==> config.mk <==
export PLATFORM = sky130hd
export DESIGN_NAME = mult_stall_ctrl
export DESIGN_NICKNAME = d
export VERILOG_FILES = /design/src/rtl/mult_stall_ctrl.sv
export SDC_FILE = /design/constraint.sdc
export NUM_CORES = 1
export LEC_CHECK = 0
export CAP_MARGIN = 20
export CORE_MARGIN = 8
export CORE_UTILIZATION = 48
export DETAILED_ROUTE_END_ITERATION = 8
export PLACE_DENSITY_LB_ADDON = 0.2
export SLEW_MARGIN = 20
export SYNTH_ARGS = -nofsm -noshare
export SYNTH_HDL_FRONTEND = slang
export SYNTH_SLANG_ARGS = --single-unit
==> constraint.sdc <==
create_clock -name i_clk -period 17.91 [get_ports i_clk]
set_clock_uncertainty 0.05 [all_clocks]
set_input_delay 3.582 -clock i_clk [delete_from_list [all_inputs] [get_ports i_clk]]
set_output_delay 3.582 -clock i_clk [all_outputs]
set_load 0.05 [all_outputs]
==> src/rtl/mult_stall_ctrl.sv <==
// -----------------------------------------------------------------------------
// mult_stall_ctrl
//
// Sequencer for the EX-stage multiply unit of a five-stage MIPS pipeline.
// It runs a radix-2 shift-add multiply over WIDTH cycles for mult, multu,
// madd and msub. While the multiply runs it holds PC, IF/ID and ID/EX. It
// then presents the {Hi,Lo} result with a one-cycle HiLo write strobe in the
// cycle the instruction leaves EX.
//
// Handshake: a start is accepted only in IDLE, when i_mult_start is high, the
// op is mult/multu and i_flush is low. o_mult_valid (== o_hilo_write) is a
// single-cycle pulse in DONE, and the pipeline consumes o_mult_result at the
// rising edge that ends that cycle. There is no back-pressure.
//
// Ports
//   i_clk          pipeline clock, rising edge
//   i_rst_n        asynchronous active-low reset
//   i_mult_start   EX holds a multiply-class op (sampled in IDLE only)
//   i_mult_op      00 none, 01 mult (signed), 10 multu, 11 none
//   i_mult_acc     00 product, 01 madd, 10 msub, 11 product
//   i_op_a/i_op_b  rs/rt operands
//   i_hilo_in      forwarded {Hi,Lo} used by madd/msub
//   i_flush        kill the EX-stage instruction
//   o_stall        hold PC, IF/ID, ID/EX
//   o_busy         FSM is in BUSY
//   o_mult_valid   o_mult_result valid this cycle
//   o_hilo_write   HiLo write strobe, equal to o_mult_valid
//   o_mult_result  registered {Hi,Lo} result
//   o_dbg_state    FSM state (00 IDLE, 01 BUSY, 10 DONE)
//   o_dbg_count    iteration counter
// -----------------------------------------------------------------------------
module mult_stall_ctrl #(
   parameter int WIDTH = 32,
   localparam int CW = (WIDTH > 1) ? $clog2(WIDTH) : 1
) (
   input  logic                 i_clk,
   input  logic                 i_rst_n,
   input  logic                 i_mult_start,
   input  logic [1:0]           i_mult_op,
   input  logic [1:0]           i_mult_acc,
   input  logic [WIDTH-1:0]     i_op_a,
   input  logic [WIDTH-1:0]     i_op_b,
   input  logic [2*WIDTH-1:0]   i_hilo_in,
   input  logic                 i_flush,
   output logic                 o_stall,
   output logic                 o_busy,
   output logic                 o_mult_valid,
   output logic                 o_hilo_write,
   output logic [2*WIDTH-1:0]   o_mult_result,
   output logic [1:0]           o_dbg_state,
   output logic [CW-1:0]        o_dbg_count
);

   localparam logic [1:0] S_IDLE = 2'b00;
   localparam logic [1:0] S_BUSY = 2'b01;
   localparam logic [1:0] S_DONE = 2'b10;

   localparam logic [1:0] OP_MULT  = 2'b01;
   localparam logic [1:0] OP_MULTU = 2'b10;

   localparam logic [1:0] ACC_MADD = 2'b01;
   localparam logic [1:0] ACC_MSUB = 2'b10;

   localparam logic [CW-1:0] LAST_COUNT = CW'(WIDTH - 1);

   logic [1:0]          r_state;
   logic [CW-1:0]       r_count;
   logic [2*WIDTH-1:0]  r_mcand;     // multiplicand, shifts left each step
   logic [WIDTH-1:0]    r_mplier;    // multiplier, shifts right each step
   logic [2*WIDTH-1:0]  r_acc;
   logic                r_sign;
   logic [1:0]          r_acc_mode;
   logic [2*WIDTH-1:0]  r_hilo;
   logic [2*WIDTH-1:0]  r_result;

   logic                w_op_valid;
   logic                w_signed;
   logic                w_start;
   logic [WIDTH-1:0]    w_mag_a;
   logic [WIDTH-1:0]    w_mag_b;
   logic                w_sign;
   logic [2*WIDTH-1:0]  w_acc_step;
   logic [2*WIDTH-1:0]  w_final;
   logic [2*WIDTH-1:0]  w_hilo_next;
   logic                w_last;

   assign w_op_valid = (i_mult_op == OP_MULT) || (i_mult_op == OP_MULTU);
   assign w_signed   = (i_mult_op == OP_MULT);

   // Gated by i_rst_n so o_stall drops together with every other output
   // while reset is asserted, even if a start request is being presented.
   assign w_start = i_rst_n && (r_state == S_IDLE) && i_mult_start &&
                    w_op_valid && !i_flush;

   // Magnitudes are unsigned WIDTH-bit values: -2^(WIDTH-1) maps to
   // 2^(WIDTH-1), which still fits, so the most negative operand is exact.
   assign w_mag_a = (w_signed && i_op_a[WIDTH-1]) ? (-i_op_a) : i_op_a;
   assign w_mag_b = (w_signed && i_op_b[WIDTH-1]) ? (-i_op_b) : i_op_b;
   assign w_sign  = w_signed && (i_op_a[WIDTH-1] ^ i_op_b[WIDTH-1]);

   // Accumulator value after the current iteration; used both for the normal
   // update and to form the final result on the last iteration.
   assign w_acc_step = r_mplier[0] ? (r_acc + r_mcand) : r_acc;
   assign w_final    = r_sign ? (-w_acc_step) : w_acc_step;
   assign w_last     = (r_count == LAST_COUNT);

   always_comb begin
      w_hilo_next = w_final;
      case (r_acc_mode)
         ACC_MADD: w_hilo_next = r_hilo + w_final;
         ACC_MSUB: w_hilo_next = r_hilo - w_final;
         default:  w_hilo_next = w_final;
      endcase
   end

   always_ff @(posedge i_clk or negedge i_rst_n) begin
      if (!i_rst_n) begin
         r_state    <= S_IDLE;
         r_count    <= '0;
         r_mcand    <= '0;
         r_mplier   <= '0;
         r_acc      <= '0;
         r_sign     <= 1'b0;
         r_acc_mode <= 2'b00;
         r_hilo     <= '0;
         r_result   <= '0;
      end else begin
         case (r_state)
            S_IDLE: begin
               if (w_start) begin
                  r_mcand    <= {{WIDTH{1'b0}}, w_mag_a};
                  r_mplier   <= w_mag_b;
                  r_acc      <= '0;
                  r_sign     <= w_sign;
                  r_acc_mode <= i_mult_acc;
                  r_hilo     <= i_hilo_in;
                  r_count    <= '0;
                  r_state    <= S_BUSY;
               end
            end
            S_BUSY: begin
               if (i_flush) begin
                  // Killed instruction: abandon the multiply, keep the old result.
                  r_state <= S_IDLE;
               end else begin
                  r_acc    <= w_acc_step;
                  r_mcand  <= r_mcand << 1;
                  r_mplier <= r_mplier >> 1;
                  r_count  <= r_count + 1'b1;
                  if (w_last) begin
                     r_result <= w_hilo_next;
                     r_state  <= S_DONE;
                  end
               end
            end
            S_DONE: begin
               // One cycle only; a start request here is not considered.
               r_state <= S_IDLE;
            end
            default: begin
               r_state <= S_IDLE;
            end
         endcase
      end
   end

   assign o_busy        = (r_state == S_BUSY);
   assign o_stall       = w_start || o_busy;
   assign o_mult_valid  = (r_state == S_DONE) && !i_flush;
   assign o_hilo_write  = o_mult_valid;
   assign o_mult_result = r_result;
   assign o_dbg_state   = r_state;
   assign o_dbg_count   = r_count;

endmodule

==> qor.csv <==
metric,value,unit
status,"complete, no violations",
# placed instances,3989,
library cells used by synthesis,108,
vias in the first global route,24570,
# hold bufs at CTS,0,
post-synthesis sequential area ratio,0.2940,
share of cells above drive strength 1,0.04841,
routed vias,24730,
DR top layer,met4,
Final WS setup,8.314,ns
drt first pass iters,7,
site row count,84,
min Tclk post-route,9.596,ns
initial antenna violation count,0,
final setup vio count,0,
Die W,245.9,microns
WL met3,3194,microns
number of buffers added on ports,210,
fmax,104.2,MHz
DRT Wirelength,82570,microns
Post-synth top flop,dfrtp_1,
final routed DRC violation total,0,
gr ovfl total,0,
Most common cell on crit path,a21o_1,
Register Area,0.007462,sq mm
Die H,245.9,microns
initial core utilization,0.4836,
Worst setup EP type,register,
startpoint class of the critical path,register,
area of the multi-input gates,0.01696,sq mm
Final Util,0.5550,
area delta synth->final,14.75,%
Syn Inst Count,3262,
Mapped Nets,3534,
DR iter-0 viols,1497,
Max Slew Vio Count,0,
CTS tree,built,
"FF+latch count, synth",298,
overall power,4.705,mW
Clock transition at path regs,0.06,ns
"slowest stage delay, CP",0.57,ns
Final Cycle Share,0.5358,
largest net degree at the start of global routing,156,
RSZ-0062 raised after global routing,false,
Area after DPL,0.02778,sq mm
crit path max fanout,9,
Required @ worst endpoint,18.30,ns
Root Driver,clkbuf_16,
WL per Instance,20.36,microns
Hold Path Class,reg2reg,
Post-synth top cells,"nand2_1, dfrtp_1, o21ai_0",
Inserted Diodes,0,
synthesized area,0.02536,sq mm
max cap viols,0,
fin nets,3613,
met1 wire length,32180,microns
DP HPWL,62840,microns
setup TNS,0,ns
htree depth,2,
GP Congestion,0.9330,
boundary pin count,211,
Yosys warning count,0,
most area-consuming cells after synthesis,"dfrtp_1, nand2_1, ha_1",
Yosys top cell by area,dfrtp_1,
Sink Count,298,
pre-CTS setup slack,8.468,ns
critical path type,reg2reg,
routed wire length on met2,42750,microns
DRT antenna net count,0,
"EDFF count, synth",0,
most frequent cell after synthesis,nand2_1,
Post-CTS Setup Inserts,0,
worst hold margin,0.4261,ns
first-pass GRT wire length,130800,microns
critical path's slowest cell,or4_1,
GRT Overall Usage,0.2654,
die area,0.06045,sq mm
Post-CTS Resized,0,
Avg Inst Size Synth,7.776,sq um
crit path DAT,9.98,ns
Vias/cell,6.098,
clock latency on the worst-skew pair,0.56,ns
"FFs w/ async S/R, synth",1.000,
top-area cell type share of the netlist area,0.2940,
Lkg Pwr,12.83,nW
Fin. Hold Viols,0,
deepest clock path buffer count,3,
actual slew at the worst max-slew pin,1.183,ns
worst vdd ir,0.1234,mV
CTS Buf Count,38,
Max-Slew Margin vs Limit,0.1992,
core area,0.05245,sq mm
final instance area,0.02911,sq mm
# fillers,4913,
fin cells,4055,
Pwr Density,161.6,mW/mm^2
## registers in the layout, summed over array words and instances (netlist names), 2 cells and up
signal         flops
o_mult_result     64
r_acc             64
r_hilo            64
r_mcand           64
r_mplier          32
o_dbg_count        5
o_dbg_state        2
r_acc_mode         2
## final timing paths
check | end | start | depth (start not counted) | slack [ns]
max | o_mult_result[63]$_DFFE_PN0P_ | r_mcand[0]$_DFFE_PN0P_ | 34 | 8.31
min | o_mult_result[32]$_DFFE_PN0P_ | o_mult_result[32]$_DFFE_PN0P_ | 2 | 0.43
max reg2reg | o_mult_result[63]$_DFFE_PN0P_ | r_mcand[0]$_DFFE_PN0P_ | 34 | 8.31
min reg2reg | o_mult_result[32]$_DFFE_PN0P_ | o_mult_result[32]$_DFFE_PN0P_ | 2 | 0.43
max in group asynchronous | r_mplier[0]$_DFFE_PN0P_ | i_rst_n | 3 | 12.51
min in group asynchronous | r_mcand[57]$_DFFE_PN0P_ | i_rst_n | 1 | 2.94
## layer usage
layer / track usage / vias up
met4: 0.1373 / 0
met1: 0.2941 / 11850
li1: - / 12020
met3: 0.03171 / 215
met2: 0.4926 / 642
met5: 0 / -
## power breakdown
group          internal, mW  switching, mW  total, mW
Combinational          1.14           1.82       2.97
Sequential            0.793          0.131      0.924
Clock                 0.504          0.310      0.815
## logic make-up (layout without fill, tap and decap cells)
group                    after synthesis  after routing  share of synthesized area
buffers and inverters                249            354                    0.03907
AND/OR/NAND/NOR                     1263           1263                     0.2355
flip-flops                           298            298                     0.2940
multiplexers                          44             44                    0.01781
XOR/XNOR                             261            261                    0.09101
adder cells (fa/ha/maj)              136            136                    0.06768
AO/OA/AOI/OAI                       1011           1011                     0.2549
## layout make-up
class                           instances  area share
Multi-Input combinational cell       2715      0.5827
Tap cell                              688     0.02958
Clock inverter                         12    0.006018
Clock buffer                           54     0.03959
Timing Repair Buffer                  232     0.07850
Sequential cell                       298      0.2564
Inverter                               56    0.007222
## critical path, delay by kind of cell (launching register included)
kind | cells | cell delay [ns]
adders and majority gates | 3 | 1.08
xor gates and xnor gates | 2 | 0.37
AOI/OAI and AO/OA | 17 | 3.99
and+or+nand+nor | 11 | 3.38
muxes | 1 | 0.18
DFF | 1 | 0.41
## layout by cell type, fill, tap and decap left out, types with 26 or more instances in the layout
| cell | n |
|---|---|
| dfrtp_1 | 296 |
| nand4_1 | 57 |
| o21ai_0 | 290 |
| mux2i_1 | 35 |
| nand3_1 | 136 |
| inv_1 | 52 |
| a22oi_1 | 65 |
| ha_1 | 133 |
| nor3_1 | 64 |
| a31oi_1 | 36 |
| o31ai_1 | 28 |
| nor4_1 | 26 |
| a211oi_1 | 27 |
| clkbuf_16 | 39 |
| clkdlybuf4s50_1 | 209 |
| nand2_1 | 541 |
| nand2b_1 | 32 |
| xor2_1 | 115 |
| and3_1 | 26 |
| nor2b_1 | 30 |
| xnor2_1 | 143 |
| a21o_1 | 77 |
| o21a_1 | 32 |
| a21oi_1 | 248 |
| nor2_1 | 213 |
(Power assumes the default switching activity.)
